**src/rtl/operand_select_unit_if.sv**
```systemverilog
// operand_select_unit_if: decode-side bundle between ID and the operand select unit
// Carries the decode fields and flush into the unit and the mux selects/enables, stall and issue back out.
// master: decode stage side, slave: operand_select_unit side.
interface operand_select_unit_if #(
  parameter int A = 4
);
  logic         i_id_valid;
  logic [A-1:0] i_rs1;
  logic [A-1:0] i_rs2;
  logic [1:0]   i_src1;
  logic [1:0]   i_src2;
  logic [A-1:0] i_rd;
  logic         i_we;
  logic         i_load;
  logic         i_mul;
  logic         i_flush;
  logic [2:0]   o_sel_a;
  logic         o_en_a;
  logic [2:0]   o_sel_b;
  logic         o_en_b;
  logic         o_stall;
  logic         o_issue;
  modport master (
    output i_id_valid, i_rs1, i_rs2, i_src1, i_src2, i_rd, i_we, i_load, i_mul, i_flush,
    input  o_sel_a, o_en_a, o_sel_b, o_en_b, o_stall, o_issue
  );
  modport slave (
    input  i_id_valid, i_rs1, i_rs2, i_src1, i_src2, i_rd, i_we, i_load, i_mul, i_flush,
    output o_sel_a, o_en_a, o_sel_b, o_en_b, o_stall, o_issue
  );
endinterface

```
**src/rtl/operand_select_unit.sv**
```systemverilog
// operand_select_unit: forwarding selects and hazard stalls for the two ID/EX operand muxes
// Ports: clk; rst_n (async, active-low); bus (slave) carries decode fields and flush in,
// and sel/en for operands A and B, stall and issue out.
module operand_select_unit #(
  parameter int A       = 4,
  parameter int MUL_LAT = 3
) (
  input logic                  clk,
  input logic                  rst_n,
  operand_select_unit_if.slave bus
);
  logic         r_ex_v, r_ex_we, r_ex_load;
  logic         r_mem_v, r_mem_we, r_mem_load;
  logic         r_wb_v, r_wb_we;
  logic [A-1:0] r_ex_rd, r_mem_rd, r_wb_rd;
  logic [3:0]   r_mul_cnt;
  logic [1:0][A-1:0] w_rs;
  logic [1:0][1:0]   w_src;
  logic [1:0][2:0]   w_sel;
  logic [1:0]   w_ex_hit, w_mem_hit, w_wb_hit, w_lu;
  logic         w_mul_busy, w_stall, w_issue;
  assign w_rs  = {bus.i_rs2, bus.i_rs1};
  assign w_src = {bus.i_src2, bus.i_src1};
  for (genvar i = 0; i < 2; i++) begin : g_op
    assign w_ex_hit[i]  = r_ex_v & r_ex_we & (r_ex_rd == w_rs[i]);
    assign w_mem_hit[i] = r_mem_v & r_mem_we & (r_mem_rd == w_rs[i]);
    assign w_wb_hit[i]  = r_wb_v & r_wb_we & (r_wb_rd == w_rs[i]);
    assign w_lu[i]      = ~|w_src[i] & |w_rs[i] & w_ex_hit[i] & r_ex_load;
    // Non-register sources map straight onto codes 101..111; youngest in-flight writer wins.
    assign w_sel[i] = !rst_n ? 3'b000 :
                      |w_src[i] ? {1'b1, w_src[i]} :
                      ~|w_rs[i] ? 3'b000 :
                      w_ex_hit[i] ? 3'b001 :
                      w_mem_hit[i] ? {2'b01, r_mem_load} :
                      w_wb_hit[i] ? 3'b100 : 3'b000;
  end
  assign w_mul_busy  = |r_mul_cnt;
  // A busy MUL stalls every decode slot, valid or not; flush overrides any stall.
  assign w_stall     = rst_n & ~bus.i_flush & (w_mul_busy | (bus.i_id_valid & |w_lu));
  assign w_issue     = rst_n & bus.i_id_valid & ~w_stall & ~bus.i_flush;
  assign bus.o_sel_a = w_sel[0];
  assign bus.o_sel_b = w_sel[1];
  assign bus.o_en_a  = w_issue;
  assign bus.o_en_b  = w_issue;
  assign bus.o_stall = w_stall;
  assign bus.o_issue = w_issue;
  always_ff @(posedge clk or negedge rst_n) begin
    if (!rst_n) begin
      r_ex_v     <= 1'b0;
      r_ex_we    <= 1'b0;
      r_ex_load  <= 1'b0;
      r_ex_rd    <= '0;
      r_mem_v    <= 1'b0;
      r_mem_we   <= 1'b0;
      r_mem_load <= 1'b0;
      r_mem_rd   <= '0;
      r_wb_v     <= 1'b0;
      r_wb_we    <= 1'b0;
      r_wb_rd    <= '0;
      r_mul_cnt  <= '0;
    end else begin
      r_wb_v  <= r_mem_v;
      r_wb_we <= r_mem_we;
      r_wb_rd <= r_mem_rd;
      // While a MUL occupies EX, the MEM slot behind it receives bubbles.
      if (bus.i_flush || !w_mul_busy) begin
        r_mem_v    <= r_ex_v;
        r_mem_we   <= r_ex_we;
        r_mem_load <= r_ex_load;
        r_mem_rd   <= r_ex_rd;
      end else begin
        r_mem_v <= 1'b0;
      end
      if (bus.i_flush) begin
        r_ex_v    <= 1'b0;
        r_mul_cnt <= '0;
      end else if (w_mul_busy) begin
        r_mul_cnt <= r_mul_cnt - 4'd1;
      end else begin
        r_ex_v    <= w_issue;
        r_ex_we   <= bus.i_we;
        r_ex_load <= bus.i_load;
        r_ex_rd   <= bus.i_rd;
        r_mul_cnt <= (w_issue && bus.i_mul) ? 4'(MUL_LAT - 1) : 4'd0;
      end
    end
  end
endmodule

```
**src/flat_wrapper.sv**
```systemverilog
// flat-port wrapper written by rule: the top's interface ports become plain ports
module operand_select_unit_flat 
#(
  parameter int A       = 4,
  parameter int MUL_LAT = 3
)
  (clk, rst_n, bus_i_id_valid, bus_i_rs1, bus_i_rs2, bus_i_src1, bus_i_src2, bus_i_rd, bus_i_we, bus_i_load, bus_i_mul, bus_i_flush, bus_o_sel_a, bus_o_en_a, bus_o_sel_b, bus_o_en_b, bus_o_stall, bus_o_issue);
  operand_select_unit_if #(.A(A)) bus_i ();
  input logic clk;
  input logic rst_n;
  input wire logic [$bits(bus_i.i_id_valid)-1:0] bus_i_id_valid;
  input wire logic [$bits(bus_i.i_rs1)-1:0] bus_i_rs1;
  input wire logic [$bits(bus_i.i_rs2)-1:0] bus_i_rs2;
  input wire logic [$bits(bus_i.i_src1)-1:0] bus_i_src1;
  input wire logic [$bits(bus_i.i_src2)-1:0] bus_i_src2;
  input wire logic [$bits(bus_i.i_rd)-1:0] bus_i_rd;
  input wire logic [$bits(bus_i.i_we)-1:0] bus_i_we;
  input wire logic [$bits(bus_i.i_load)-1:0] bus_i_load;
  input wire logic [$bits(bus_i.i_mul)-1:0] bus_i_mul;
  input wire logic [$bits(bus_i.i_flush)-1:0] bus_i_flush;
  output wire logic [$bits(bus_i.o_sel_a)-1:0] bus_o_sel_a;
  output wire logic [$bits(bus_i.o_en_a)-1:0] bus_o_en_a;
  output wire logic [$bits(bus_i.o_sel_b)-1:0] bus_o_sel_b;
  output wire logic [$bits(bus_i.o_en_b)-1:0] bus_o_en_b;
  output wire logic [$bits(bus_i.o_stall)-1:0] bus_o_stall;
  output wire logic [$bits(bus_i.o_issue)-1:0] bus_o_issue;
  assign bus_i.i_id_valid = bus_i_id_valid;
  assign bus_i.i_rs1 = bus_i_rs1;
  assign bus_i.i_rs2 = bus_i_rs2;
  assign bus_i.i_src1 = bus_i_src1;
  assign bus_i.i_src2 = bus_i_src2;
  assign bus_i.i_rd = bus_i_rd;
  assign bus_i.i_we = bus_i_we;
  assign bus_i.i_load = bus_i_load;
  assign bus_i.i_mul = bus_i_mul;
  assign bus_i.i_flush = bus_i_flush;
  assign bus_o_sel_a = bus_i.o_sel_a;
  assign bus_o_en_a = bus_i.o_en_a;
  assign bus_o_sel_b = bus_i.o_sel_b;
  assign bus_o_en_b = bus_i.o_en_b;
  assign bus_o_stall = bus_i.o_stall;
  assign bus_o_issue = bus_i.o_issue;
  operand_select_unit #(.A(A), .MUL_LAT(MUL_LAT)) u_core (.clk(clk), .rst_n(rst_n), .bus(bus_i));
endmodule
```
**config.mk**
```make
export PLATFORM = sky130hd
export DESIGN_NAME = operand_select_unit_flat
export DESIGN_NICKNAME = d
export VERILOG_FILES = /design/src/rtl/operand_select_unit_if.sv /design/src/rtl/operand_select_unit.sv /design/src/flat_wrapper.sv
export SDC_FILE = /design/constraint.sdc
export NUM_CORES = 1
export LEC_CHECK = 0
export ABC_AREA = 1
export BUFFER_PORTS_ARGS = -buffer_cell sky130_fd_sc_hd__buf_4
export CAP_MARGIN = 20
export CORE_MARGIN = 4
export CORE_UTILIZATION = 30
export CTS_CLUSTER_DIAMETER = 50
export DETAILED_ROUTE_END_ITERATION = 8
export SETUP_SLACK_MARGIN = 0.3
export SYNTH_ARGS = -nofsm -noshare
export SYNTH_HDL_FRONTEND = slang
export SYNTH_SLANG_ARGS = --single-unit
```
**constraint.sdc**
```tcl
create_clock -name clk -period 1.8 [get_ports clk]
set_clock_uncertainty 0.1 [all_clocks]
set_input_delay 0.45 -clock clk [delete_from_list [all_inputs] [get_ports clk]]
set_output_delay 0.45 -clock clk [all_outputs]
set_load 0.1 [all_outputs]
```
==> results.yml <==
placed_design:
  dpl.cell_count: 344
  port_buffers: 32
  place_area_sq_um: 2220
  dp_hpwl_microns: 3330
  place_congestion: 0.941
layout:
  stdcell_area_sq_um: 2820
  fillers: 417
  num-nets-final: 325
  instances_no_fill: 366
  final_core_util_pct: 58.5
  final_layout_size_suffix_gt1_share_pct: 59.9
  antenna_cells: 0
  syn2layout_area_growth_pct: 84.6
critical_path:
  cpMaxStageDelayCell: "dfrtp_2"
  cp_max_fo: 3
  r2r_start: "u_core.r_mul_cnt[1]$_DFF_PN0_"
  cpMostUsedCell: "nand2_1"
  critical_path_class: "register to output pin"
  endpoint_kind: "output pin"
  worstRegToRegCells: 11
  slowest_delay_ns: 0.45
  r2r_slack_ns: -0.01
  crit_required_ns: 1.25
  cp.arrival_ns: 1.78
  crit_chain: "inv_2 > nand2_1 > nand2_1 > nand2_1 > nor2_2 > nand3_2 > nand2_2 > nand2_4 > nand3_4 > clkinvlp_4 > buf_6"
  cp-start-kind: "register"
  rr_endpoint: "u_core.r_mul_cnt[1]$_DFF_PN0_"
clock_network:
  cts_buffer_depth: 2
  cts-htree-levels: 1
  clkTransAtPathRegs_ns: 0.09
  root_buffer: "clkbuf_8"
  hold_buffers: 0
  numCtsBuffers: 3
  cts_tree: "done"
  clock-sinks: 24
  clk_latency_ns: 0.27
timing:
  setup_viol: 11
  hold_viol: 0
  slew_headroom_pct: 79.0
  period_share_pct: 129
  rsz0062_at_grt: "true"
  min_period_ns: 2.33
  fin_ws_ns: -0.529
  tightest_slew_ns: 0.315
  fmax_mhz: 429
  drv_slew: 0
pwr:
  cellPowerDensity_nw_per_um2: 1370
  combPwrFrac_pct: 61.0
  switchingPower_w: 0.00160
  pwr-share-seq_pct: 26.4
  p_leak_nw: 1.34
  p_clk_share_pct: 12.6
  ir_drop_v: 0.000463
  swShare_pct: 41.5
  p_int_w: 0.00225
routing:
  drt_wl_total_microns: 4800
  dr.first_iter.drc_count: 40
  drc: 0
  ant_nets: 0
  wire_per_inst_microns: 13.1
  vias: 1631
  vias_per_cell: 4.46
  dr.pass1.iters: 4
job:
  max-cap-violations: 0
global_routing:
  grt_pass1_wl_microns: 7480
  antenna_found_initial: 0
  grt_overflow: 0
  grt_pass1_vias: 1580
  grt_max_degree: 25
  grt_usage_pct: 15.3
yosys:
  yosysWarnings: 0
  ys_seq_elements: 24
  netlist_area_sq_um: 1530
  synthCells: 209
  synth_top_area_share_pct: 39.3
  yosys-top-cells-count: "nand2_1 (54), inv_1 (33), dfrtp_1 (24), nor2_1 (23), a21oi_1 (11)"
  synthArstFlopShare_pct: 100
  post-synth-top-count-cell: "nand2_1"
  synth_ff_type: "dfrtp_1"
  synth_enable_flop_cells: 0
  ys_types: 33
  seq_area_frac_synth_pct: 39.3
  synthTopCellsByArea: "dfrtp_1 (39%), nand2_1 (13%), inv_1 (8.1%)"
  yosys.area.top_type: "dfrtp_1"
  postSynthAreaPerCell_sq_um: 7.31
  synth_nets: 234
die:
  die_area_sq_um: 6300
  start_util_pct: 31.7
  die_width_microns: 79.4
  core-area_sq_um: 4820
  die_y_microns: 79.4
  io_pins: 33
  rows: 25
outcome:
  failed_checks: "negative setup slack"
  status: "finished, violations left"
hold_path:
  hold_class: "primary input to async pin"
## kinds of logic after synthesis
logic type | count (synthesis) | synth area share (%)
adders and majority gates | 2 | 1.64
AOI/OAI and AO/OA | 27 | 10.6
muxes | 2 | 1.47
buffers and inverters | 42 | 10.9
DFF | 24 | 39.3
xor gates and xnor gates | 7 | 4.01
and+or+nand+nor | 105 | 32.1
## per-stage QoR
stage          power, W  hold WS [ns]  setup TNS, ns  setup slack, ns
2_1_floorplan   0.00187        0.0544          -4.63           -0.640
3_3_place_gp    0.00251         0.266          -3.80           -0.408
3_5_place_dp    0.00253         0.282          -3.85           -0.417
4_1_cts         0.00351        0.0860          -4.63           -0.559
5_1_grt         0.00408        0.0839          -5.55           -0.636
6_report        0.00385        0.0674          -4.60           -0.529
## how the worst max path moves through the flow
stage	start	endpoint	cells past startpoint
6_report	u_core.r_ex_rd[3]$_DFFE_PN0P_	bus_o_en_a	11
3_5_place_dp	bus_i_rs2[3]	bus_o_en_a	9
5_1_grt	u_core.r_ex_rd[3]$_DFFE_PN0P_	bus_o_en_b	11
3_3_place_gp	bus_i_rs2[1]	bus_o_en_a	9
2_1_floorplan	bus_i_rs2[3]	bus_o_en_b	10
4_1_cts	u_core.r_ex_rd[3]$_DFFE_PN0P_	bus_o_en_a	11
## power groups by stage
stage	logic [W]	registers, W	clock network, W
floorplan	0.000909	0.000957	0
global placement	0.00151	0.000997	0
finish	0.00235	0.00102	0.000484
detailed placement	0.00153	0.00100	0
global route	0.00252	0.00104	0.000518
CTS	0.00203	0.00100	0.000485
## layout make-up
class	instances	area [sq um]	area share [%]
Clock buffer	3	41.3	1.46
Clock inverter	1	30.0	1.06
Inverter	39	169	5.99
Multi-Input combinational cell	143	1080	38.2
Sequential cell	24	603	21.4
Tap cell	67	83.8	2.97
Timing Repair Buffer	89	815	28.9
## critical path, delay by kind of cell, from the launching register on
family | cells | cell delay, ns
and+or+nand+nor | 8 | 0.65
buffers and inverters | 3 | 0.41
DFF | 1 | 0.45
## layout by cell type (no fill, tap or decap), types with 3 or more instances in the layout
cell	n
o21ai_1	4
clkbuf_8	3
inv_1	20
a21oi_1	3
inv_2	16
xnor2_1	3
a21oi_4	5
xor2_1	3
a21oi_2	5
nor2_4	11
nand2_1	41
buf_4	65
nand2_4	4
dfrtp_1	22
buf_6	17
nand2_2	11
nor2_1	14
nor3_2	4
nor2_2	4
buf_12	6
o21ai_2	4
nand3_2	7
## layer usage
layer / up-vias / track usage, % / part of all wire (%)
met5: - / 0 / 0
met4: 0 / 5.67 / 2.6
met3: 10 / 1.81 / 2.4
met2: 32 / 25.9 / 49
met1: 757 / 19.9 / 46
li1: 832 / - / -
## state kept, by name (all words and copies together) (netlist names)
| signal | cells |
|---|---|
| u_core.r_wb_we | 1 |
| u_core.r_wb_rd | 4 |
| u_core.r_ex_v | 1 |
| u_core.r_mem_we | 1 |
| u_core.r_wb_v | 1 |
| u_core.r_ex_rd | 4 |
| u_core.r_mem_rd | 4 |
| u_core.r_mem_v | 1 |
| u_core.r_mul_cnt | 4 |
| u_core.r_ex_load | 1 |
| u_core.r_mem_load | 1 |
| u_core.r_ex_we | 1 |
## timing repair
action	in CTS	in global routing
resized for setup	74	32
cloned	0	0
pin swaps	16	15
endpoints found under the hold margin	0	0
setup buffers	11	7
setup endpoints to repair	21	28
Note: power is estimated with default switching activity, not from simulation.
